===== src/rtl/road_tile_seq_pkg.sv =====
`default_nettype none
// ============================================================================
//  Module   : road_tile_seq_pkg
//  Brief    : Shared constants and types for the road tile sequencer.
//  Revision : 1.0 - initial release
// ============================================================================
package road_tile_seq_pkg;

  // First scanline of the road band; low 5 bits are the Y origin.
  localparam logic [8:0] ROAD_TOP    = 9'd192;
  localparam int         TILE_W      = 16;
  localparam int         ROAD_H      = 32;
  localparam int         MAP_IDX_W   = 5;
  localparam int         MAP_ENTRY_W = 3;
  localparam int         MIRROR_BIT  = 2;
  localparam int         SPR_LSB     = 0;
  localparam int         PIX_W       = $clog2(TILE_W);

  // One map entry: {mirror, sprite_number[1:0]}.
  typedef logic [MAP_ENTRY_W-1:0] map_entry_t;

  // Map index of the tile containing scrolled position p.
  function automatic logic [MAP_IDX_W-1:0] tile_idx(input logic [8:0] p);
    return p[8:PIX_W];
  endfunction

endpackage
`default_nettype wire


===== src/rtl/road_tile_seq_map_ram.sv =====
`default_nettype none
// ============================================================================
//  Module   : road_map_ram
//  Brief    : 32x3 road map register file; synchronous write, combinational
//             read. A read of the address being written returns old data.
//  Revision : 1.0 - initial release
// ============================================================================
module road_map_ram
  import road_tile_seq_pkg::*;
#(
  parameter int MAP_DEPTH = 32
) (
  input  logic                 clk,
  input  logic                 rst_n,
  input  logic                 wr_en_i,
  input  logic [MAP_IDX_W-1:0] wr_addr_i,
  input  map_entry_t           wr_data_i,
  input  logic [MAP_IDX_W-1:0] rd_addr_i,
  output map_entry_t           rd_data_o
);

  map_entry_t mem_q [MAP_DEPTH];

  // Map storage: cleared on reset, written on the strobe.
  always_ff @(posedge clk or negedge rst_n) begin
    if (!rst_n) begin
      for (int i = 0; i < MAP_DEPTH; i++) begin
        mem_q[i] <= '0;
      end
    end else if (wr_en_i) begin
      mem_q[wr_addr_i] <= wr_data_i;
    end
  end

  assign rd_data_o = mem_q[rd_addr_i];

endmodule
`default_nettype wire


===== src/rtl/road_tile_seq.sv =====
`default_nettype none
// ============================================================================
//  Module   : road_tile_seq
//  Brief    : Tile-select front end for the road sprite generator. Scrolls a
//             32-entry road map once per frame and presents sprite, mirror
//             and a 16-px aligned X origin one pixel ahead of H_pos.
//  Revision : 1.0 - initial release
// ============================================================================
module road_tile_seq
#(
  parameter logic [8:0] ROAD_TOP  = road_tile_seq_pkg::ROAD_TOP,
  parameter int         MAP_DEPTH = 32
) (
  input  logic        clk,
  input  logic        rst_n,
  input  logic [8:0]  H_pos,
  input  logic [8:0]  V_pos,
  input  logic        enable,
  input  logic [3:0]  speed,
  input  logic        wr_en,
  input  logic [4:0]  wr_addr,
  input  logic [2:0]  wr_data,
  output logic [1:0]  sprite_number,
  output logic [8:0]  X,
  output logic [4:0]  Y,
  output logic        mirror,
  output logic        road_active,
  output logic [15:0] distance
);

  import road_tile_seq_pkg::MAP_IDX_W;
  import road_tile_seq_pkg::ROAD_H;
  import road_tile_seq_pkg::PIX_W;
  import road_tile_seq_pkg::MIRROR_BIT;
  import road_tile_seq_pkg::SPR_LSB;
  import road_tile_seq_pkg::map_entry_t;
  import road_tile_seq_pkg::tile_idx;

  logic [8:0]     prev_v_q;
  logic [8:0]     scroll_q, scroll_d;
  logic [15:0]    dist_q, dist_d;
  logic [8:0]     x_q, x_d;
  map_entry_t     hold_q, hold_d;
  logic           first_q;
  logic           ract_q, ract_d;

  logic [8:0]     w_hn;
  logic [8:0]     w_p;
  logic [8:0]     w_band_off;
  logic           w_frame;
  logic [MAP_IDX_W-1:0] w_rd_addr;
  map_entry_t     w_rd_data;

  assign w_rd_addr = tile_idx(w_p);

  road_map_ram #(
    .MAP_DEPTH (MAP_DEPTH)
  ) u_map (
    .clk       (clk),
    .rst_n     (rst_n),
    .wr_en_i   (wr_en),
    .wr_addr_i (wr_addr),
    .wr_data_i (wr_data),
    .rd_addr_i (w_rd_addr),
    .rd_data_o (w_rd_data)
  );

  // Look-ahead position, per-frame scroll update, tile latch and band decode.
  always_comb begin
    w_hn       = H_pos + 9'd1;
    w_p        = w_hn + scroll_q;
    x_d        = w_hn - {{(9-PIX_W){1'b0}}, w_p[PIX_W-1:0]};
    w_frame    = (V_pos == 9'd0) && (prev_v_q != 9'd0);
    w_band_off = V_pos - ROAD_TOP;
    ract_d     = w_band_off < 9'(ROAD_H);
    scroll_d   = scroll_q;
    dist_d     = dist_q;
    hold_d     = hold_q;
    if (w_frame && enable) begin
      scroll_d = scroll_q + {5'd0, speed};
      if ((scroll_d[8:PIX_W] != scroll_q[8:PIX_W]) && (dist_q != 16'hFFFF)) begin
        dist_d = dist_q + 16'd1;
      end
    end
    // Only latch at a tile boundary so mid-tile map writes never tear.
    if ((w_p[PIX_W-1:0] == '0) || first_q) begin
      hold_d = w_rd_data;
    end
  end

  // State registers.
  always_ff @(posedge clk or negedge rst_n) begin
    if (!rst_n) begin
      prev_v_q <= '0;
      scroll_q <= '0;
      dist_q   <= '0;
      x_q      <= '0;
      hold_q   <= '0;
      first_q  <= 1'b1;
      ract_q   <= 1'b0;
    end else begin
      prev_v_q <= V_pos;
      scroll_q <= scroll_d;
      dist_q   <= dist_d;
      x_q      <= x_d;
      hold_q   <= hold_d;
      first_q  <= 1'b0;
      ract_q   <= ract_d;
    end
  end

  assign X             = x_q;
  assign Y             = ROAD_TOP[4:0];
  assign sprite_number = hold_q[SPR_LSB +: 2];
  assign mirror        = hold_q[MIRROR_BIT];
  assign road_active   = ract_q;
  assign distance      = dist_q;

endmodule
`default_nettype wire


===== config.mk =====
export PLATFORM = sky130hd
export DESIGN_NAME = road_tile_seq
export DESIGN_NICKNAME = d
export VERILOG_FILES = /design/src/rtl/road_tile_seq_pkg.sv /design/src/rtl/road_tile_seq_map_ram.sv /design/src/rtl/road_tile_seq.sv
export SDC_FILE = /design/constraint.sdc
export NUM_CORES = 1
export LEC_CHECK = 0
export CORE_AREA = 3 3 132 134
export CTS_CLUSTER_SIZE = 28
export DETAILED_ROUTE_END_ITERATION = 8
export DIE_AREA = 0 0 135 137
export GPL_TIMING_DRIVEN = 0
export PLACE_DENSITY = 0.67
export SYNTH_ARGS = -nofsm -noshare
export SYNTH_HDL_FRONTEND = slang
export SYNTH_SLANG_ARGS = --single-unit

===== constraint.sdc =====
create_clock -name clk -period 3.1 [get_ports clk]
set_clock_uncertainty 0.05 [all_clocks]
set_input_delay 0.62 -clock clk [delete_from_list [all_inputs] [get_ports clk]]
set_output_delay 0.62 -clock clk [all_outputs]
set_load 0.005 [all_outputs]

# ---- Word level (Yosys, flattened, before mapping)
# Cells that the tools add are included.
dict set report op_classes {
  n_eq_ne 2
  magnitude_cmp 4
  reduce_logical 9
  bitwise 2
  addsub 6
  muxes 6
}
# op count
set ops {}
lappend ops {{bitwise mux 96 bit} 1}
lappend ops {{adder 16 x 1 -> 16 bit (second input constant)} 1}
lappend ops {{inequality test 16 bit (second input constant)} 1}
lappend ops {{binary-select mux 3 bit (select 5 bit)} 1}
lappend ops {{demux 3 bit (select 5 bit)} 1}
lappend ops {{greater-or-equal comparator 6 bit (second input constant)} 2}
lappend ops {{NOT 5 -> 6 bit} 2}
lappend ops {{adder 9 x 1 -> 9 bit (second input constant)} 1}
lappend ops {{adder 9 x 4 -> 9 bit} 1}
lappend ops {{adder 9 bit} 1}
lappend ops {{zero test 9 bit} 1}
lappend ops {{< comparator 9 x 6 -> 1 bit (second input constant)} 1}
lappend ops {{2-to-1 mux 3 bit} 3}
lappend ops {{nonzero test 9 bit} 1}
lappend ops {{subtractor 9 x 4 -> 9 bit} 1}
lappend ops {{subtractor 9 x 8 -> 9 bit (second input constant)} 1}
lappend ops {{< comparator 6 x 1 -> 1 bit (second input constant)} 1}
lappend ops {{inequality test 5 bit} 1}
lappend ops {{logical AND 1 bit} 4}
lappend ops {{zero test 4 bit} 1}
lappend ops {{AND reduction 2 bit} 1}
lappend ops {{logical OR 1 bit} 1}
dict set report totals {
  inputBits 34
  register_bits 144
  output_inout_bits 34
  elab_cells 68
}

# ---- Logic depth before layout (Yosys ltp)
# Gate-level depths: netlist of the first run.
dict set report logic_depth {
  word_depth 6
  mapped_depth 14
}

# ---- Modules after synthesis
# A second synthesis of the first run with hierarchy kept.
dict set report unflattened {
  cells_unflattened 538
  area_unflattened_um2 7240.7
}
# mod instances area_per_inst_um2 cells_per_inst
set modules_own_cells {}
lappend modules_own_cells {road_map_ram 1 4506.8 289}
lappend modules_own_cells {road_tile_seq 1 2733.9 249}

# ---- Least setup slack after synthesis of the first run
# OpenSTA, ideal clock, no wires.
dict set report synth_path {
  path_type {in2reg}
  from {input port H_pos[0]}
  to {register hold_q[0]}
  stages 13
  path_slack_ps -334
  required_ps 2913
  arrival_ps 3247
  n_path_buf 1
  setup_ps 137
  path_cell_list {ha_1 nand3_1 xnor2_1 ha_1 nand3_1 o2111ai_4 xor2_4 buf_6 mux4_1 mux2i_1 mux2i_1 mux2i_1 o21ai_1}
}
dict set report synth_between {
  elab_chain_cells 6
  elab_cells_between_ends 8
}
# item line
set synth_rtl {}
lappend synth_rtl {{from (decl)} road_tile_seq.sv:16} ;# input logic [8:0] H_pos,
lappend synth_rtl {{adder 9 x 1 -> 9 bit *} road_tile_seq.sv:70} ;# w_hn = H_pos + 9'd1;
lappend synth_rtl {{adder 9 bit *} road_tile_seq.sv:71} ;# w_p = w_hn + scroll_q;
lappend synth_rtl {{NOT 5 -> 6 bit (implied by the code)} road_tile_seq_map_ram.sv:35} ;# assign rd_data_o = mem_q[rd_addr_i];
lappend synth_rtl {{binary-select mux 3 bit (select 5 bit)} road_tile_seq_map_ram.sv:35}
lappend synth_rtl {{2-to-1 mux 3 bit (implied by the code) (2 in series)} road_tile_seq_map_ram.sv:35}
lappend synth_rtl {{to (signal assigned)} road_tile_seq.sv:106} ;# hold_q <= hold_d;
lappend synth_rtl {{to (decl)} road_tile_seq.sv:43} ;# map_entry_t hold_q, hold_d;
# Every way passes the cells marked *; elsewhere a longest branch is shown, timed or not. The select of a mux whose other input is x is not followed.
# A chain may end at the register's enable or synchronous reset.

# ---- Final worst setup path of the first run
dict set report layout_path {
  from {input port H_pos[1]}
  to {register hold_q[1]}
}
# The elaborated chain is that of the path after synthesis.

==> results of run 1 <==
## final timing paths
path,end,depth (start not counted)
min in group clk,X[0],3
worst max-delay path,hold_q[1],15
max in group asynchronous,u_map.mem_q[25],2
worst min register to register,distance[5],1
worst min-delay path,u_map.mem_q[12],1
worst max register to register,hold_q[1],11
## per-layer routing
metal  part of all wire, %  routed length, um
met5                     0                  0
met4                   2.0                336
met3                   3.8                653
met2                    52               8814
met1                    42               7168
## cells in the final DEF (no fill, tap or decap), types with 13 or more instances in the layout
| master | synthesis | final |
|---|---|---|
| buf_4 | 5 | 25 |
| clkbuf_16 | 0 | 17 |
| clkdlybuf4s50_1 | 0 | 55 |
| dfrtp_1 | 143 | 143 |
| ha_1 | 21 | 15 |
| inv_1 | 13 | 13 |
| mux2_2 | 98 | 98 |
| mux2i_1 | 21 | 17 |
| mux4_2 | 3 | 21 |
| nand2_1 | 32 | 32 |
| nor2_1 | 26 | 26 |
| xnor2_1 | 30 | 26 |
## registers in the layout, indices dropped and copies added, names as in the netlist
name         cells
prev_v_q         9
scroll_q         9
hold_q           3
X                9
first_q          1
distance        16
road_active      1
u_map.mem_q     96
## metrics by stage
step / hold WS [ns] / util, % / TNS [ns]
3_5_place_dp: 0.4291 / 50.29 / -9.856
5_1_grt: 0.1456 / 57.07 / -0.5554
4_1_cts: 0.1283 / 56.05 / -0.3066
3_3_place_gp: 0.4269 / 50.12 / -601.92
2_1_floorplan: 0.2744 / - / -0.3349
6_report: 0.1100 / 57.07 / -0.1507
## final cells by class
class,count,area share [%]
Multi-Input combinational cell,363,39.80
Sequential cell,144,38.50
Timing Repair Buffer,89,9.741
Clock buffer,22,5.064
Tap cell,220,2.940
Clock inverter,10,1.684
Buffer,20,1.670
Inverter,15,0.6013
## kinds of logic after synthesis
group                      count (synthesis)  share of synthesized area, %
and+or+nand+nor                          116                         8.124
DFF                                      144                         49.37
muxes                                    144                         26.63
other                                      1                       0.05136
adders and majority gates                 24                         4.422
buffers and inverters                     35                         2.451
xor gates and xnor gates                  46                         6.136
AOI/OAI and AO/OA                         27                         2.811
## power by group
| group | switching (mW) | internal, mW |
|---|---|---|
| Clock | 0.775 | 1.41 |
| Sequential | 0.144 | 2.17 |
| Combinational | 0.408 | 0.590 |
| Total | 1.33 | 4.17 |
## what timing repair did
action,in CTS,in global routing
endpoints found under the setup margin,7,5
setup buffers,11,12
pin swaps,11,8
gates cloned,3,1
resized for setup,52,24
==> flow_metrics.tcl, run 1 <==
set metrics [dict create \
    grt_usage_pct 18.88 \
    fin_cells 883 \
    crit_buf_inv 3 \
    synth_cells 537 \
    criticalPathCategory "in2reg" \
    synth_top_cell_by_area "dfrtp_1" \
    multi_input_area_sq_um 3727 \
    initial_core_util_pct 44.50 \
    cts_buffers 17 \
    grt_pass1_wl_um 26790 \
    min_period_over_period_pct 102.2 \
    dp_hpwl_um 11280 \
    cts_tree "built" \
    arrival_ns 3.40 \
    slew_viol_final 0 \
    wirelength_um 16970 \
    antenna_found_initial 0 \
    avgViaCountPerCell 5.263 \
    async_flop_share_pct 100.0 \
    grt_pass1_vias 5142 \
    synth_edf_count 0 \
    rsz0062_at_grt "yes" \
    die-width_um 135 \
    diodes 0 \
    synth_top_area_share_pct 49.01 \
    placed_cell_area_sq_um 8252 \
    grtUsageMet2_pct 32.57 \
    worst_setup_path_end_kind "register" \
    cp_max_fo 5 \
    power.total_mw 5.493 \
    num_vias 4647 \
    p_leak_nw 4.171 \
    dp.cells 825 \
    synthFlopType "dfrtp_1" \
    grt_max_degree 90 \
    fillers 1299 \
    use_met3_pct 4.485 \
    fin_nets 708 \
    critPathTopFamily "multiplexers" \
    htreeDepth 4 \
    worst_setup_path_start_kind "input port" \
    cp_cell_sequence "buf_8 -> ha_4 -> nand3_4 -> xnor2_4 -> ha_4 -> nand3_1 -> o2111ai_4 -> xor2_4 -> buf_12 -> buf_12 -> mux4_2 -> mux2i_2 -> mux2i_1 -> mux2i_1 -> o21ai_1" \
    grt.overflow.total 0 \
    place_ws_ns -1.575 \
    io_pins 68 \
    netlist_top_cells_count "143 x dfrtp_1, 98 x mux2_2, 32 x nand2_1" \
    drtIter0Drc 199 \
    avgRoutedWirePerCell_um 19.22 \
    route.detailed.drc 0 \
    clock_sinks 144 \
    first_pass_iters 4 \
    port_buffers 62 \
    netlist_area_sq_um 7301 \
    max_stage_delay_ns 0.53 \
    final_area_sq_um 9364 \
    peakVddDrop_mv 0.3867 \
    cap_violations 0 \
    setup_ws_ns -0.06727 \
    period_needed_ns 3.167 \
    cts_buffer_depth 2 \
    drive_above_1_share_pct 34.69 \
    hold_class "in2async" \
    hold_viol 0 \
    maxSlewHeadroom_pct 61.07 \
    cp_data_required_time_ns 3.33 \
    postCtsHoldBufs 0 \
    yosysWarnings 0 \
    seq_area_sq_um 3605 \
    gp_congestion 0.8094 \
    die-area_sq_um 18500 \
    r2r_setup_slack_ns 0.03 \
    crit_slowest_cell "mux4_2" \
    status "finished with violations" \
    core_area_sq_um 16410 \
    setup_viol 3 \
    die-height_um 137 \
    synth_most_common_cell "dfrtp_1" \
    violations "negative setup slack" \
    ys_ff_latch 144 \
    met1_usage_pct 23.03 \
    synth_cell_types 55 \
    cts-root-buf "clkbuf_16" \
    clock.fmax_ghz 0.3157 \
    avgSynthCellArea_sq_um 13.60 \
    clk_latency_ns 0.42 \
    rows 47 \
    rr_startpoint "scroll_q[1]" \
    synth_area_leaders "dfrtp_1 49%, mux2_2 15%, mux4_1 7.6%" \
    area_delta_synth_final_pct 28.26 \
    drtAntennaViolNets 0 \
    clk_pin_slew_ns 0.06 \
    grt-busiest-layer "met2" \
    startpoint "H_pos[1]" \
    ys_seq_area_share_pct 49.37 \
    p_per_area_nw_per_um2 586.6 \
    tightest_slew_ns 0.5761 \
]
Power figures use the tool's default switching activity.
==> run 2: changes to the inputs <==
--- a/config.mk
+++ b/config.mk
@@ -5,12 +5,12 @@
 export SDC_FILE = /design/constraint.sdc
 export NUM_CORES = 1
 export LEC_CHECK = 0
-export CORE_AREA = 3 3 132 134
+export CORE_AREA = 3 3 114 127
 export CTS_CLUSTER_SIZE = 28
 export DETAILED_ROUTE_END_ITERATION = 8
-export DIE_AREA = 0 0 135 137
+export DIE_AREA = 0 0 117 130
 export GPL_TIMING_DRIVEN = 0
-export PLACE_DENSITY = 0.67
+export PLACE_DENSITY = 0.79
 export SYNTH_ARGS = -nofsm -noshare
 export SYNTH_HDL_FRONTEND = slang
 export SYNTH_SLANG_ARGS = --single-unit
==> run 2 against run 1 <==
Compared with the run above: the flow still finishes with violations (negative setup slack); via count is 1.7% higher; first-iteration DRC count is 5.5% higher; power is 2.5% lower; sequential power hardly changed; cell count is 7.6% lower; register-to-register slack worse by 0.03 ns; routed wire length is 4.2% lower; fmax hardly changed; highest routed layer unchanged; cell area is 2.6% lower.
==> flow_metrics.tcl, run 2 (same netlist as run 1, synthesis figures left out) <==
set metrics [dict create \
    status "finished with violations" \
    violations "negative setup slack" \
    die-width_um 117 \
    htreeDepth 4 \
    grt_max_degree 97 \
    avgViaCountPerCell 5.792 \
    rr_startpoint "scroll_q[0]" \
    fin_nets 701 \
    p_per_area_nw_per_um2 586.8 \
    dp.cells 766 \
    grt_pass1_vias 5164 \
    startpoint "H_pos[0]" \
    num_vias 4726 \
    largest-register "u_map.mem_q" \
    arrival_ns 3.40 \
    final_area_sq_um 9124 \
    ff2ff_path_depth 12 \
    worst_setup_path_start_kind "input port" \
    largest_reg_flops 96 \
    cap_violations 0 \
    clock.fmax_ghz 0.3156 \
    cts_tree "built" \
    cp_num_cells 15 \
    antenna_found_initial 0 \
    io_pins 68 \
    placed_cell_area_sq_um 8178 \
    area_delta_synth_final_pct 24.97 \
    clock_sinks 144 \
    die-area_sq_um 15210 \
    clk_pin_slew_ns 0.06 \
    postCtsHoldBufs 0 \
    max_stage_delay_ns 0.53 \
    crit_buf_inv 3 \
    peakVddDrop_mv 0.3795 \
    fillers 908 \
    r2r-end "hold_q[2]" \
    critPathTopFamily "multiplexers" \
    route.detailed.drc 0 \
    path_common_cell "buf_12" \
    drive_above_1_share_pct 34.05 \
    maxSlewHeadroom_pct 57.79 \
    fin_util_pct 69.05 \
    crit_slowest_cell "mux4_2" \
    period_needed_ns 3.168 \
    cts-root-buf "clkbuf_16" \
    cp_data_required_time_ns 3.33 \
    core_area_sq_um 13210 \
    criticalPathCategory "in2reg" \
    rows 44 \
    hold_viol 0 \
    cp_cell_sequence "buf_12 -> ha_4 -> nand3_4 -> xnor2_4 -> ha_4 -> nand3_4 -> o2111ai_4 -> xor2_4 -> buf_12 -> buf_12 -> mux4_2 -> mux2i_2 -> mux2i_1 -> mux2i_1 -> o21ai_1" \
    place_ws_ns -1.473 \
    fin_cells 816 \
    setup_ws_ns -0.06808 \
    wirelength_um 16260 \
    diodes 0 \
    rsz0062_at_grt "yes" \
    crit_path_end "hold_q[2]" \
    worst_setup_path_end_kind "register" \
    die-height_um 130 \
    drtIter0Drc 210 \
    grt_usage_pct 22.70 \
    r2r_setup_slack_ns 0 \
    cp_max_fo 5 \
    grt_pass1_wl_um 26350 \
    dp_hpwl_um 10870 \
    p_leak_nw 4.081 \
    initial_core_util_pct 55.26 \
    clk_latency_ns 0.43 \
    final_common_cell "dfrtp_1" \
    slew_viol_final 0 \
    final_cell_mix "143 x dfrtp_1, 98 x mux2_2, 56 x clkdlybuf4s50_1" \
    first_pass_iters 4 \
    grt.overflow.total 0 \
    min_period_over_period_pct 102.2 \
    cts_buffers 17 \
    gp_congestion 0.8221 \
    port_buffers 62 \
    avgRoutedWirePerCell_um 19.92 \
    tightest_slew_ns 0.6318 \
    hold_class "in2async" \
    drtAntennaViolNets 0 \
    setup_viol 3 \
    cts_buffer_depth 2 \
]
[run 2: through the flow]
| stage | hold WS (ns) | power [mW] | setup TNS, ns |
|---|---|---|---|
| 2_1_floorplan | 0.2744 | 2.873 | -0.3349 |
| 3_3_place_gp | 0.4243 | 3.156 | -579.21 |
| 3_5_place_dp | 0.4306 | 3.219 | -8.836 |
| 4_1_cts | 0.08895 | 5.333 | -0.2022 |
| 5_1_grt | 0.09387 | 5.570 | -0.5656 |
| 6_report | 0.06756 | 5.354 | -0.1747 |
[run 2: cell type report]
class	instances	area, sq um	area share (%)
sequential	144	3605	39.51
multi-input combinational	363	3667	40.19
inverter	15	56.30	0.6171
clock inverter	11	138.9	1.522
clock buffer	20	456.7	5.005
tap	161	201.4	2.208
timing repair buffer	83	864.6	9.476
buffer	19	133.9	1.467
[run 2: timing repair]
| item | in CTS | in global routing |
|---|---|---|
| resized for setup | 52 | 19 |
| pin swaps | 12 | 9 |
| cloned | 2 | 2 |
| buffers inserted | 15 | 3 |
| setup endpoints to repair | 6 | 5 |
[run 2: worst min-delay path by stage]
stage                        to
detailed placement  distance[8]
global route               X[1]
global placement    distance[8]
finish                     X[1]
floorplan                  X[0]
CTS                        X[1]
[run 2: power by group]
group          switching [mW]  internal (mW)
combinational           0.400          0.574
sequential              0.144           2.17
clock                   0.772           1.30
[run 2: layer usage]
layer / share of wire [%] / wire length, um / track usage (%)
met5: 0 / 0 / 0
met4: 1.7 / 272 / 8.570
met3: 4.3 / 701 / 5.473
met2: 53 / 8650 / 38.80
met1: 41 / 6634 / 27.95
